--- config.mk ---
export PLATFORM = sky130hd
export DESIGN_NAME = bht_predictor
export DESIGN_NICKNAME = d
export VERILOG_FILES = /design/src/rtl/bht_predictor.sv
export SDC_FILE = /design/constraint.sdc
export NUM_CORES = 1
export LEC_CHECK = 0
export BUFFER_PORTS_ARGS = -buffer_cell sky130_fd_sc_hd__buf_4
export CORE_ASPECT_RATIO = 1.75
export CORE_UTILIZATION = 47
export DETAILED_ROUTE_END_ITERATION = 10
export PLACE_DENSITY = 0.77
export SLEW_MARGIN = 5
export SYNTH_ARGS = -nofsm -noshare
export SYNTH_HDL_FRONTEND = slang
export SYNTH_SLANG_ARGS = --single-unit
--- constraint.sdc ---
create_clock -name clk_i -period 3.7 [get_ports clk_i]
set_clock_uncertainty 0.2 [all_clocks]
set_input_delay 0.74 -clock clk_i [delete_from_list [all_inputs] [get_ports clk_i]]
set_output_delay 0.74 -clock clk_i [all_outputs]
set_load 0.02 [all_outputs]
--- src/rtl/bht_predictor.sv ---
// Branch history table predictor: a table of saturating counters indexed by
// PC (bimodal) or PC xor global history (gshare). Predicts in decode,
// trains on the resolved outcome in MEM, and counts branches/mispredicts.
module bht_predictor #(
    parameter int IDX_BITS  = 4,
    parameter int CNT_BITS  = 2,
    parameter int INIT_CNT  = 2**(CNT_BITS-1),
    parameter int GSHARE    = 0,
    parameter int STAT_BITS = 16
) (
    input  logic                 clk_i,
    input  logic                 rst_i,
    // decode-stage query
    input  logic                 branch_decode_i,
    input  logic [31:0]          pc_i,
    input  logic [31:0]          offset_i,
    output logic                 prediction_o,
    output logic [31:0]          branch_addr_o,
    output logic [IDX_BITS-1:0]  query_idx_o,
    // MEM-stage training
    input  logic                 branch_mem_i,
    input  logic                 actual_i,
    input  logic [IDX_BITS-1:0]  update_idx_i,
    input  logic                 update_pred_i,
    // statistics
    output logic [STAT_BITS-1:0] branches_o,
    output logic [STAT_BITS-1:0] mispredicts_o
);

    localparam int                  DEPTH    = 2**IDX_BITS;
    localparam logic [CNT_BITS-1:0] CNT_MAX  = {CNT_BITS{1'b1}};
    localparam logic [CNT_BITS-1:0] CNT_INIT = CNT_BITS'(INIT_CNT);

    logic [CNT_BITS-1:0]  cnt_q [DEPTH];
    logic [CNT_BITS-1:0]  cnt_d;
    logic [IDX_BITS-1:0]  ghr;
    logic [IDX_BITS-1:0]  idx;
    logic [STAT_BITS-1:0] branches_q;
    logic [STAT_BITS-1:0] mispredicts_q;

    // Global history: a real shift register only in gshare mode.
    generate
        if (GSHARE != 0) begin : g_ghr
            logic [IDX_BITS-1:0] ghr_q;

            // Shift in each resolved outcome; history is never speculative.
            always_ff @(posedge clk_i or posedge rst_i) begin
                if (rst_i) begin
                    ghr_q <= '0;
                end else if (branch_mem_i) begin
                    // Cast keeps the low IDX_BITS, which also covers IDX_BITS=1.
                    ghr_q <= IDX_BITS'({ghr_q, actual_i});
                end
            end

            assign ghr = ghr_q;
        end else begin : g_no_ghr
            assign ghr = '0;
        end
    endgenerate

    // Query path: purely combinational, reads the pre-update table and ghr.
    assign idx           = pc_i[IDX_BITS+1:2] ^ ghr;
    assign query_idx_o   = idx;
    assign prediction_o  = branch_decode_i & cnt_q[idx][CNT_BITS-1];
    assign branch_addr_o = pc_i + offset_i;

    // Saturating step of the counter being trained.
    always_comb begin
        // NOTE: default assignment first so no path leaves cnt_d unassigned,
        // which would otherwise infer a latch.
        cnt_d = cnt_q[update_idx_i];
        if (actual_i) begin
            if (cnt_d != CNT_MAX) cnt_d = cnt_d + 1'b1;
        end else begin
            if (cnt_d != '0) cnt_d = cnt_d - 1'b1;
        end
    end

    // Counter table: every entry reset to the weakly-taken value.
    always_ff @(posedge clk_i or posedge rst_i) begin
        if (rst_i) begin
            // NOTE: the table is a register file, not RAM, precisely so that
            // every entry can be cleared by reset; a RAM could not be.
            for (int i = 0; i < DEPTH; i++) cnt_q[i] <= CNT_INIT;
        end else if (branch_mem_i) begin
            // NOTE: non-blocking assignment so queries this cycle see the
            // old value (read-before-write) and no race with other blocks.
            cnt_q[update_idx_i] <= cnt_d;
        end
    end

    // Statistics: count resolved branches and mispredictions, wrapping.
    always_ff @(posedge clk_i or posedge rst_i) begin
        if (rst_i) begin
            branches_q    <= '0;
            mispredicts_q <= '0;
        end else if (branch_mem_i) begin
            branches_q <= branches_q + STAT_BITS'(1);
            if (update_pred_i != actual_i) begin
                mispredicts_q <= mispredicts_q + STAT_BITS'(1);
            end
        end
    end

    assign branches_o    = branches_q;
    assign mispredicts_o = mispredicts_q;

endmodule

---- After elaboration in Yosys (flattened, before gate mapping) ----
Index checks and enable logic that the tools add are counted.
cells by class
  mux-type cells .......................... 12
  order comparisons ....................... 3
  bitwise gates (word level) .............. 3
  add/subtract/negate cells ............... 5
  reductions and logical operators ........ 3
  eq/ne operators ......................... 2
operator list
  operator                                                               number
  16-bit by 1-bit adder with 16-bit output (second input constant)       2
  32-bit adder                                                           1
  32-bit bitwise mux                                                     1
  2-bit binary-select mux with 4-bit select                              2
  2-bit two-way mux                                                      8
  5-bit >= comparator (second input constant)                            2
  4-bit inverter with 5-bit output                                       2
  2-bit demux with 4-bit select                                          1
  5-bit by 1-bit < comparator with 1-bit output (second input constant)  1
  2-bit by 1-bit adder with 2-bit output (second input constant)         1
  2-bit inequality test (second input constant)                          1
  2-bit AND reduction                                                    1
  2-bit nonzero test                                                     1
  2-bit by 1-bit subtractor with 2-bit output (second input constant)    1
  1-bit AND                                                              1
  1-bit logical AND                                                      1
  1-bit inequality test                                                  1
word-level totals
  bits in registers ....................... 64
  bits of input ports ..................... 74
  output and inout bits ................... 69
  logic and storage cells ................. 46

---- Depth between registers and ports, before layout ----
Gate-level depths: netlist of run 1.
  depth in word-level cells ............... 8
  depth in mapped cells ................... 10

---- Worst setup path before layout of run 1 ----
Ideal clock, no wire load.
  kind .................................... in2out
  start point ............................. in pc_i[0]
  end point ............................... out branch_addr_o[30]
  data arrival time ....................... 3137 ps
  path buffers ............................ 0
  slack ................................... -377 ps
  cell stages on the path ................. 10
  cell sequence ........................... ha_1 > fa_1 > a21o_1 > a221oi_2 > o21bai_1 > o21ai_1 > o211ai_1 > a31o_2 > a311oi_1 > xnor2_1
on the way
  word-level cells in the longest chain between the ends .. 1
RTL lines
  item             line  text
  start, declared  15    input logic [31:0] pc_i,
  32-bit adder     66    assign branch_addr_o = pc_i + offset_i;
  end, declared    18    output logic [31:0] branch_addr_o,
Every way passes these cells.

---- Worst setup path in the final report of run 1 ----
  start point ............................. in offset_i[0]
  end point ............................... out branch_addr_o[30]
on the way
  word-level cells in the longest chain between the ends .. 1
RTL lines
  item             line  text
  start, declared  16    input logic [31:0] offset_i,
  32-bit adder     66
Every way passes these cells.

==> summary.txt, run 1 <==
Status
  • Status: complete, but fails checks
  • Violations in the final reports: negative setup slack

Power and ir drop
  • Comb power frac: 0.432
  • Max IR drop VDD: 417 µV
  • Part of the power in registers: 0.335
  • Switch share: 0.351
  • Pwr dens: 482 nW/µm²
  • Leak: 3.21 nW
  • P_int: 2.13 mW
  • Clk network pwr share: 0.233
  • Switching component of the power: 1.15 mW

Floorplan
  • Initial core utilization: 0.485
  • Die height: 133 µm
  • Rows: 47
  • Die width: 76.9 µm
  • Total core area: 9530 µm²
  • I/O pin total: 143
  • Die area: 10200 µm²

Timing
  • Clock period minus final worst setup slack: 4.13 ns
  • FMAX: 242 MHz
  • # setup viols final: 9
  • Setup tns final: -2.23 ns
  • Relative slew slack: 0.524
  • Final Max Tran Viols: 0
  • RSZ-0062 raised after global routing: true
  • Fin crit share: 1.12
  • Final hold vios: 0
  • Fin worst setup slack: -0.434 ns
  • Slew at the pin closest to its max-slew limit: 0.713 ns

Detailed routing
  • Initial drt markers: 148
  • Routed length per placed instance: 17.4 µm
  • Vias: 4243
  • Routed WL: 13300 µm
  • Drt first pass iters: 6
  • Antenna Violating Nets Remaining: 0
  • Post-DR vias/cell: 5.58
  • DRC viols: 0

Setup path
  • Worst endpoint required time: 2.76 ns
  • Crit Path Max Fanout: 3
  • Critical Path Start Type: primary input
  • Crit path DAT: 3.19 ns
  • CP endpoint kind: primary output
  • CP Class: in -> out

Place
  • Final GP Congestion: 0.961
  • PortBufs: 142
  • Place WS: -0.429 ns
  • DPL Wire Length: 10000 µm

Synth
  • Post-Syn Area per Cell: 10.5 µm²
  • Syn Nets: 549
  • Synthesized area: 4620 µm²
  • Seq cells post-synth: 64
  • Fraction of registers with async set or reset after synthesis: 1.00
  • Area contributors post-synth: dfrtp_1 26%, dfstp_2 9.1%, ha_1 8.9%
  • Main synth FF type: dfrtp_1
  • Top-count cell post-synth: dfrtp_1
  • Yosys cell types: 48
  • Synth top area share: 0.260
  • Post-synth top cells: 48 x dfrtp_1, 38 x xnor2_1, 34 x mux2_2, 33 x ha_1, 30 x nand2_1
  • Number of synthesized flops with an enable pin: 0
  • Post-Syn Instances: 441
  • Synth area leader: dfrtp_1
  • Yosys warns: 0
  • Seq/Total Area, Yosys: 0.351

Global routing
  • Total gr overflow: 0
  • Antenna violations before repair: 0
  • Tot GR Track Use: 0.265
  • Vias in the first global route: 4389
  • Pin count of the biggest net entering global routing: 35
  • First-pass GRT wire length: 21100 µm

Clocking
  • CTS hold repair buffers: 0
  • Htree depth: 3
  • Clk_lat worst skew: 0.33 ns
  • TritonCTS clock tree: done
  • Clock Tree Root: clkbuf_16
  • Num CTS Buffers: 9
  • Num Clock Sinks: 64
  • Clock transition at path regs: 0.05 ns
  • Clock Tree Buf Depth: 2

Min path
  • Worst hold path type: reg -> reg

Layout
  • Layout cells sized above 1: 0.509
  • Layout Utilization: 0.714
  • Layout net count: 742
  • Area Growth Syn to Fin: 47.3%
  • ANT cells: 0

Flow run
  • Maxcap violations: 0
-- per-stage QoR --
step,std cells,total power [mW],hold slack (ns),instance area (µm²)
2_1_floorplan,441,1.88,0.274,4680
3_3_place_gp,737,2.37,0.259,6170
3_5_place_dp,737,2.42,0.275,6170
4_1_cts,756,3.24,0.284,6570
5_1_grt,761,3.45,0.297,6800
6_report,761,3.28,0.279,6800
-- cells in the final DEF (no fill, tap or decap), types with 3 or more instances in the layout --
cell type	netlist	final
buf_4	4	188
dfrtp_1	48	48
mux2_2	34	34
xnor2_1	38	32
nand2_1	30	29
nor2_1	26	26
ha_1	33	25
xor2_1	24	22
a21oi_1	26	21
a21o_1	19	19
dfstp_2	16	16
mux4_2	15	15
nand3_1	13	13
nand4_1	12	12
buf_6	1	11
clkbuf_16	0	9
nand2b_1	8	8
o21ai_0	14	8
nor3_1	7	7
ha_4	0	7
and2_1	6	6
and3_1	6	6
xnor2_2	0	6
a21oi_2	0	5
inv_1	5	4
nand3b_1	4	4
o21ai_2	0	4
nor2b_1	4	3
o21a_1	3	3
o21bai_1	4	3
o21ai_1	1	3
clkinvlp_4	0	3
-- layer usage --
| layer | up-vias | global-route usage | part of all wire |
|---|---|---|---|
| met1 | 2025 | 0.276 | 0.35 |
| li1 | 1994 | - | - |
| met3 | 35 | 0.0486 | 0.063 |
| met5 | - | 0 | 0 |
| met4 | 0 | 0.110 | 0.027 |
| met2 | 189 | 0.507 | 0.56 |
-- worst max-delay path: stages --
cell	delay (ns)
buf_6	0.10
ha_4	0.16
fa_2	0.34
a21o_1	0.19
a221oi_2	0.27
o21bai_1	0.12
o21ai_1	0.17
o211ai_1	0.20
a31o_2	0.29
a311oi_2	0.31
xnor2_2	0.15
buf_4	0.16
-- final cells by class --
class                   count  area, µm²
multi-input cells         355       3200
fillers                   688       2730
flip-flops and latches     64       1620
repair buffers            199       1540
clock buffers              11        243
well taps                 122        153
clock inverters             5       32.5
inverters                   5       18.8
-- state kept, by name, summed over array words and instances (netlist names) --
register	count
branches_o	16
cnt_q	32
mispredicts_o	16
-- power by group through the flow --
stage / sequential (mW) / clock [mW] / combinational (mW)
after global routing: 1.12 / 0.812 / 1.51
final: 1.10 / 0.764 / 1.42
after CTS: 1.10 / 0.781 / 1.36
after detailed placement: 1.10 / 0 / 1.32
after floorplan: 1.13 / 0 / 0.744
after global placement: 1.08 / 0 / 1.28
-- final timing paths --
check | from | end | slack (ns) | cells after the start
worst max-delay path | offset_i[0] | branch_addr_o[30] | -0.43 | 12
worst min-delay path | branches_o[15] | branches_o[15] | 0.28 | 1
worst max register to register | cnt_q[1] | cnt_q[0] | 1.24 | 4
worst min register to register | branches_o[15] | branches_o[15] | 0.28 | 1
max in group asynchronous | rst_i | cnt_q[3] | 2.19 | 3
min in group asynchronous | rst_i | mispredicts_o[13] | 0.33 | 2
-- cells by family (layout without fill, tap and decap cells) --
logic type | after synthesis | count (layout) | synth area share
buffers and inverters | 22 | 220 | 0.0233
flip-flops | 64 | 64 | 0.351
AND/OR/NAND/NOR | 120 | 120 | 0.129
multiplexers | 49 | 49 | 0.156
AO/OA/AOI/OAI | 88 | 88 | 0.124
adder cells (fa/ha/maj) | 36 | 36 | 0.0986
XOR/XNOR | 62 | 62 | 0.118
-- what timing repair did --
action,4_1_cts,5_1_grt
setup endpoints to repair,17,18
resized for setup,18,35
pin swaps,18,27
buffers inserted,4,5
No activity file was read; power rests on OpenSTA's default activity.
==> run 2: changes to the inputs <==
--- a/config.mk
+++ b/config.mk
@@ -6,10 +6,11 @@
 export NUM_CORES = 1
 export LEC_CHECK = 0
 export BUFFER_PORTS_ARGS = -buffer_cell sky130_fd_sc_hd__buf_4
-export CORE_ASPECT_RATIO = 1.75
+export CORE_ASPECT_RATIO = 0.8
 export CORE_UTILIZATION = 47
 export DETAILED_ROUTE_END_ITERATION = 10
 export PLACE_DENSITY = 0.77
+export REMOVE_ABC_BUFFERS = 1
 export SLEW_MARGIN = 5
 export SYNTH_ARGS = -nofsm -noshare
 export SYNTH_HDL_FRONTEND = slang
==> summary.txt, run 2 (synthesized netlist as in run 1, its figures left out) <==
Layout
  • Area Growth Syn to Fin: 46.1%
  • Layout cells sized above 1: 0.496
  • ANT cells: 0
  • Most frequent cells in the layout: 190 x buf_4, 48 x dfrtp_1, 35 x xnor2_1
  • Area of the multi-input gates: 3090 µm²
  • Post-route cell area: 6750 µm²
  • Sequential cell area: 1620 µm²
  • Leading cell type in the layout, fill and taps excluded: buf_4
  • Layout net count: 744
  • Largest register FFs: 32
  • # fillers: 672
  • Reg with most FFs: cnt_q

Setup path
  • Crit Path Max Fanout: 3
  • Delay-heaviest family, CP: compound AO/OA/AOI/OAI gates
  • Worst r2r src: cnt_q[1]
  • Crit path DAT: 3.13 ns
  • R2R cell count: 4
  • Worst Path Buf+Inv: 2
  • Max stage delay cell, worst path: fa_2
  • CP endpoint kind: primary output
  • Worst endpoint required time: 2.76 ns
  • Largest stage delay, worst path: 0.36 ns
  • Reg2reg end: cnt_q[18]
  • CP Class: in -> out
  • R2R setup slack: 1.27 ns
  • Worst path cell trace: buf_6, ha_4, fa_2, a21o_1, a221oi_2, o21bai_2, o21ai_2, o211ai_1, a31o_2, a311oi_2, xnor2_1, buf_4
  • Critical Path Start Type: primary input

Min path
  • Hold depth: 1
  • Hold path startpoint: mispredicts_o[15]
  • Hold Path End: mispredicts_o[15]
  • Worst hold path type: reg -> reg

Clocking
  • Clk_lat worst skew: 0.33 ns
  • Clock transition at path regs: 0.06 ns
  • Num Clock Sinks: 64
  • Clock Tree Buf Depth: 2
  • Num CTS Buffers: 9
  • Clock Tree Root: clkbuf_16
  • CTS hold repair buffers: 0
  • Htree depth: 3
  • TritonCTS clock tree: done

Timing
  • Final hold vios: 0
  • Hold WS: 0.268 ns
  • FMAX: 246 MHz
  • Relative slew slack: 0.470
  • Clock period minus final worst setup slack: 4.07 ns
  • Final Max Tran Viols: 0
  • Fin worst setup slack: -0.367 ns
  • # setup viols final: 17
  • RSZ-0062 raised after global routing: true
  • Slew at the pin closest to its max-slew limit: 0.794 ns
  • Fin crit share: 1.10

Floorplan
  • Rows: 31
  • Total core area: 9310 µm²
  • Initial core utilization: 0.496
  • I/O pin total: 143
  • Die width: 113 µm
  • Die area: 10200 µm²
  • Die height: 90.7 µm

Detailed routing
  • Routed length per placed instance: 16.5 µm
  • Drt first pass iters: 4
  • Antenna Violating Nets Remaining: 0
  • Routed WL: 12500 µm
  • Met3 wire length: 554 µm
  • Post-Route M1 WL: 5440 µm
  • Post-DR vias/cell: 5.57
  • Initial drt markers: 247
  • DRC viols: 0
  • Vias: 4209
  • Uppermost routed layer: met4
  • Met2 routed WL: 6320 µm

Place
  • Post-placement cell area: 6090 µm²
  • PortBufs: 142
  • DPL Wire Length: 9430 µm
  • Final GP Congestion: 0.834

Flow run
  • Maxcap violations: 0

Power and ir drop
  • Leak: 3.22 nW
  • Pwr dens: 502 nW/µm²
  • Tot Pwr: 3.39 mW
  • Max IR drop VDD: 359 µV

Global routing
  • Tot GR Track Use: 0.252
  • Antenna violations before repair: 0
  • Vias in the first global route: 4334
  • Pin count of the biggest net entering global routing: 65
  • Total gr overflow: 0
  • First-pass GRT wire length: 20400 µm

Status
  • Violations in the final reports: negative setup slack
  • Status: complete, but fails checks
==> run 2: changes by cell type in the layout (fill, tap and decap cells not counted), sizes merged <==
| cell | previous run | this run |
|---|---|---|
| clkinv | 2 | 3 |
| buf | 199 | 201 |
| bufinv | 0 | 2 |
| clkbuf | 11 | 10 |
| clkinvlp | 3 | 1 |
==> run 2: power breakdown <==
part | switching (mW) | internal, mW
clock | 0.316 | 0.593
sequential | 0.164 | 0.929
combinational | 0.666 | 0.721
total | 1.15 | 2.24
==> run 2: metrics by stage <==
stage                     TNS (ns)  utilization  instances  setup WS, ns
after floorplan              -1.40            -        424        -0.377
after global placement       -5.17        0.654        728        -0.636
after global routing         -4.33        0.725        756        -0.467
final                        -2.58        0.725        756        -0.367
after CTS                    -3.02        0.719        754        -0.387
after detailed placement     -6.35        0.654        728        -0.727
==> run 2: per-layer routing <==
metal / vias up / GRT usage
li1: 2003 / -
met1: 2076 / 0.317
met2: 112 / 0.437
met3: 18 / 0.0517
met4: 0 / 0.0689
met5: - / 0
==> run 2: timing repair <==
item,in CTS,in global routing
gates resized for setup,41,10
gates cloned,0,0
hold endpoints to repair,0,0
pin swaps,28,15
setup buffers,11,4
endpoints found under the setup margin,18,20
==> run 2: worst max path at each step <==
stage | startpoint | endpoint | cells past startpoint
2_1_floorplan | pc_i[0] | branch_addr_o[30] | 10
3_3_place_gp | pc_i[0] | branch_addr_o[30] | 12
3_5_place_dp | pc_i[0] | branch_addr_o[30] | 12
4_1_cts | offset_i[0] | branch_addr_o[30] | 12
5_1_grt | offset_i[0] | branch_addr_o[30] | 12
6_report | offset_i[0] | branch_addr_o[30] | 12
==> run 2: area by class of cell <==
| cell class | instances | area share |
|---|---|---|
| repair buffers | 201 | 0.230 |
| well taps | 115 | 0.0213 |
| inverters | 5 | 0.00278 |
| clock inverters | 6 | 0.0139 |
| flip-flops and latches | 64 | 0.240 |
| multi-input cells | 355 | 0.458 |
| clock buffers | 10 | 0.0339 |
==> run 2: worst reg2reg max path, stage by stage (launching register included) <==
cell and delay (ns):
dfstp_2 0.37, mux4_2 0.47, mux4_2 0.51, maj3_2 0.45, mux2_2 0.31
==> run 3: changes to the inputs <==
--- a/config.mk
+++ b/config.mk
@@ -5,11 +5,12 @@
 export SDC_FILE = /design/constraint.sdc
 export NUM_CORES = 1
 export LEC_CHECK = 0
-export BUFFER_PORTS_ARGS = -buffer_cell sky130_fd_sc_hd__buf_4
 export CORE_ASPECT_RATIO = 0.8
-export CORE_UTILIZATION = 47
+export CORE_MARGIN = 2
+export CORE_UTILIZATION = 58
 export DETAILED_ROUTE_END_ITERATION = 10
-export PLACE_DENSITY = 0.77
+export DONT_BUFFER_PORTS = 1
+export PLACE_DENSITY = 0.76
 export REMOVE_ABC_BUFFERS = 1
 export SLEW_MARGIN = 5
 export SYNTH_ARGS = -nofsm -noshare
==> summary.txt, run 3 (synthesized netlist as in run 1, its figures left out) <==
Setup path
  • Worst endpoint required time: 2.76 ns
  • CP endpoint kind: primary output
  • CP Class: in -> out
  • Worst path cell trace: ha_4, fa_2, a21o_1, a221oi_2, o21bai_2, o21ai_2, o211ai_1, a31o_2, a311oi_4, xnor2_2
  • Largest stage delay, worst path: 0.35 ns
  • Worst r2r src: cnt_q[1]
  • Crit path launch: offset_i[0]
  • Crit Path Max Fanout: 3
  • Critical Path Start Type: primary input
  • Crit path DAT: 3.02 ns
  • Delay-heaviest family, CP: compound AO/OA/AOI/OAI gates
  • Max stage delay cell, worst path: fa_2
  • Worst Path Buf+Inv: 0

Detailed routing
  • Initial drt markers: 99
  • Routed WL: 10800 µm
  • Drt first pass iters: 4
  • Post-DR vias/cell: 6.09
  • Vias: 3645
  • DRC viols: 0
  • Antenna Violating Nets Remaining: 0
  • Routed length per placed instance: 18.0 µm

Place
  • DPL Wire Length: 7970 µm
  • Final GP Congestion: 0.902
  • PortBufs: 0
  • Post-placement cell area: 5020 µm²

Global routing
  • First-pass GRT wire length: 17500 µm
  • Antenna violations before repair: 0
  • Vias in the first global route: 3663
  • Tot GR Track Use: 0.245
  • Total gr overflow: 0
  • Pin count of the biggest net entering global routing: 25

Layout
  • ANT cells: 0
  • # fillers: 610
  • Leading cell type in the layout, fill and taps excluded: dfrtp_1
  • Reg with most FFs: cnt_q
  • Most frequent cells in the layout: 48 x dfrtp_1, 45 x buf_4, 34 x mux2_2
  • Post-route cell area: 5540 µm²
  • Layout net count: 594
  • Layout cells sized above 1: 0.344
  • Area Growth Syn to Fin: 19.9%
  • Largest register FFs: 32

Floorplan
  • Initial core utilization: 0.589
  • I/O pin total: 143
  • Total core area: 7840 µm²
  • Die area: 8690 µm²
  • Die width: 104 µm
  • Rows: 29
  • Die height: 83.8 µm

Power and ir drop
  • Leak: 2.46 nW
  • Max IR drop VDD: 437 µV
  • Pwr dens: 515 nW/µm²

Timing
  • Final hold vios: 0
  • Fin crit share: 1.07
  • Relative slew slack: 0.631
  • Hold WS: 0.0907 ns
  • Slew at the pin closest to its max-slew limit: 0.553 ns
  • Clock period minus final worst setup slack: 3.96 ns
  • Final Max Tran Viols: 0
  • FMAX: 253 MHz
  • RSZ-0062 raised after global routing: true
  • # setup viols final: 10
  • Fin worst setup slack: -0.259 ns

Flow run
  • Maxcap violations: 0

Clocking
  • Num Clock Sinks: 64
  • Clock Tree Buf Depth: 2
  • CTS hold repair buffers: 0
  • Clock transition at path regs: 0.08 ns
  • TritonCTS clock tree: done
  • Htree depth: 3
  • Clock Tree Root: clkbuf_8
  • Clk_lat worst skew: 0.33 ns
  • Num CTS Buffers: 9

Status
  • Violations in the final reports: negative setup slack
  • Status: complete, but fails checks

Min path
  • Worst hold path type: in -> async
[run 3: cell type report]
cell class              count  area, µm²  share of cell area
repair buffers             51        405              0.0732
flip-flops and latches     64       1620               0.293
well taps                 108        135              0.0244
inverters                   5       18.8             0.00339
multi-input cells         355       3130               0.566
clock buffers              11        141              0.0255
clock inverters             5       80.1              0.0145
[run 3: worst register-to-register path: cells and delay by family, from the launching register on]
family	cells	cell delay, ns
DFF	1	0.37
muxes	3	1.30
adders and majority gates	1	0.45
[run 3: worst paths after layout]
check                                     to  slack (ns)  depth (start not counted)
min in group clk_i                 cnt_q[16]        0.30                          1
setup / recovery           branch_addr_o[30]       -0.26                         10
max in group asynchronous           cnt_q[5]        2.49                          2
setup reg to reg                    cnt_q[0]        1.26                          4
hold reg to reg                    cnt_q[16]        0.30                          1
hold / removal             mispredicts_o[14]        0.09                          1
[run 3: report_power, final]
part | total, mW | switching [mW] | internal (mW)
clock network | 0.657 | 0.260 | 0.397
registers | 1.18 | 0.253 | 0.926
logic | 1.02 | 0.497 | 0.520
total | 2.85 | 1.01 | 1.84
[run 3: repair_timing]
| item | 4_1_cts | 5_1_grt |
|---|---|---|
| hold endpoints to repair | 0 | 0 |
| buffers inserted | 2 | 2 |
| resized for setup | 26 | 23 |
| endpoints found under the setup margin | 13 | 16 |
| pin swaps | 17 | 11 |
[run 3: per-stage QoR]
step,utilization,std cells,setup TNS (ns),power [mW],setup slack (ns)
2_1_floorplan,-,424,-1.40,1.84,-0.377
3_3_place_gp,0.640,579,-2.33,2.07,-0.427
3_5_place_dp,0.640,579,-2.87,2.11,-0.551
4_1_cts,0.688,597,-1.04,2.82,-0.266
5_1_grt,0.706,599,-2.52,3.01,-0.356
6_report,0.706,599,-1.21,2.85,-0.259
[run 3: per-layer routing]
metal | part of all wire | global-route usage | vias to the layer above
met5 | 0 | 0 | -
met4 | 0.012 | 0.0565 | 0
met3 | 0.061 | 0.0648 | 21
met2 | 0.50 | 0.426 | 143
met1 | 0.43 | 0.308 | 1779
li1 | - | - | 1702
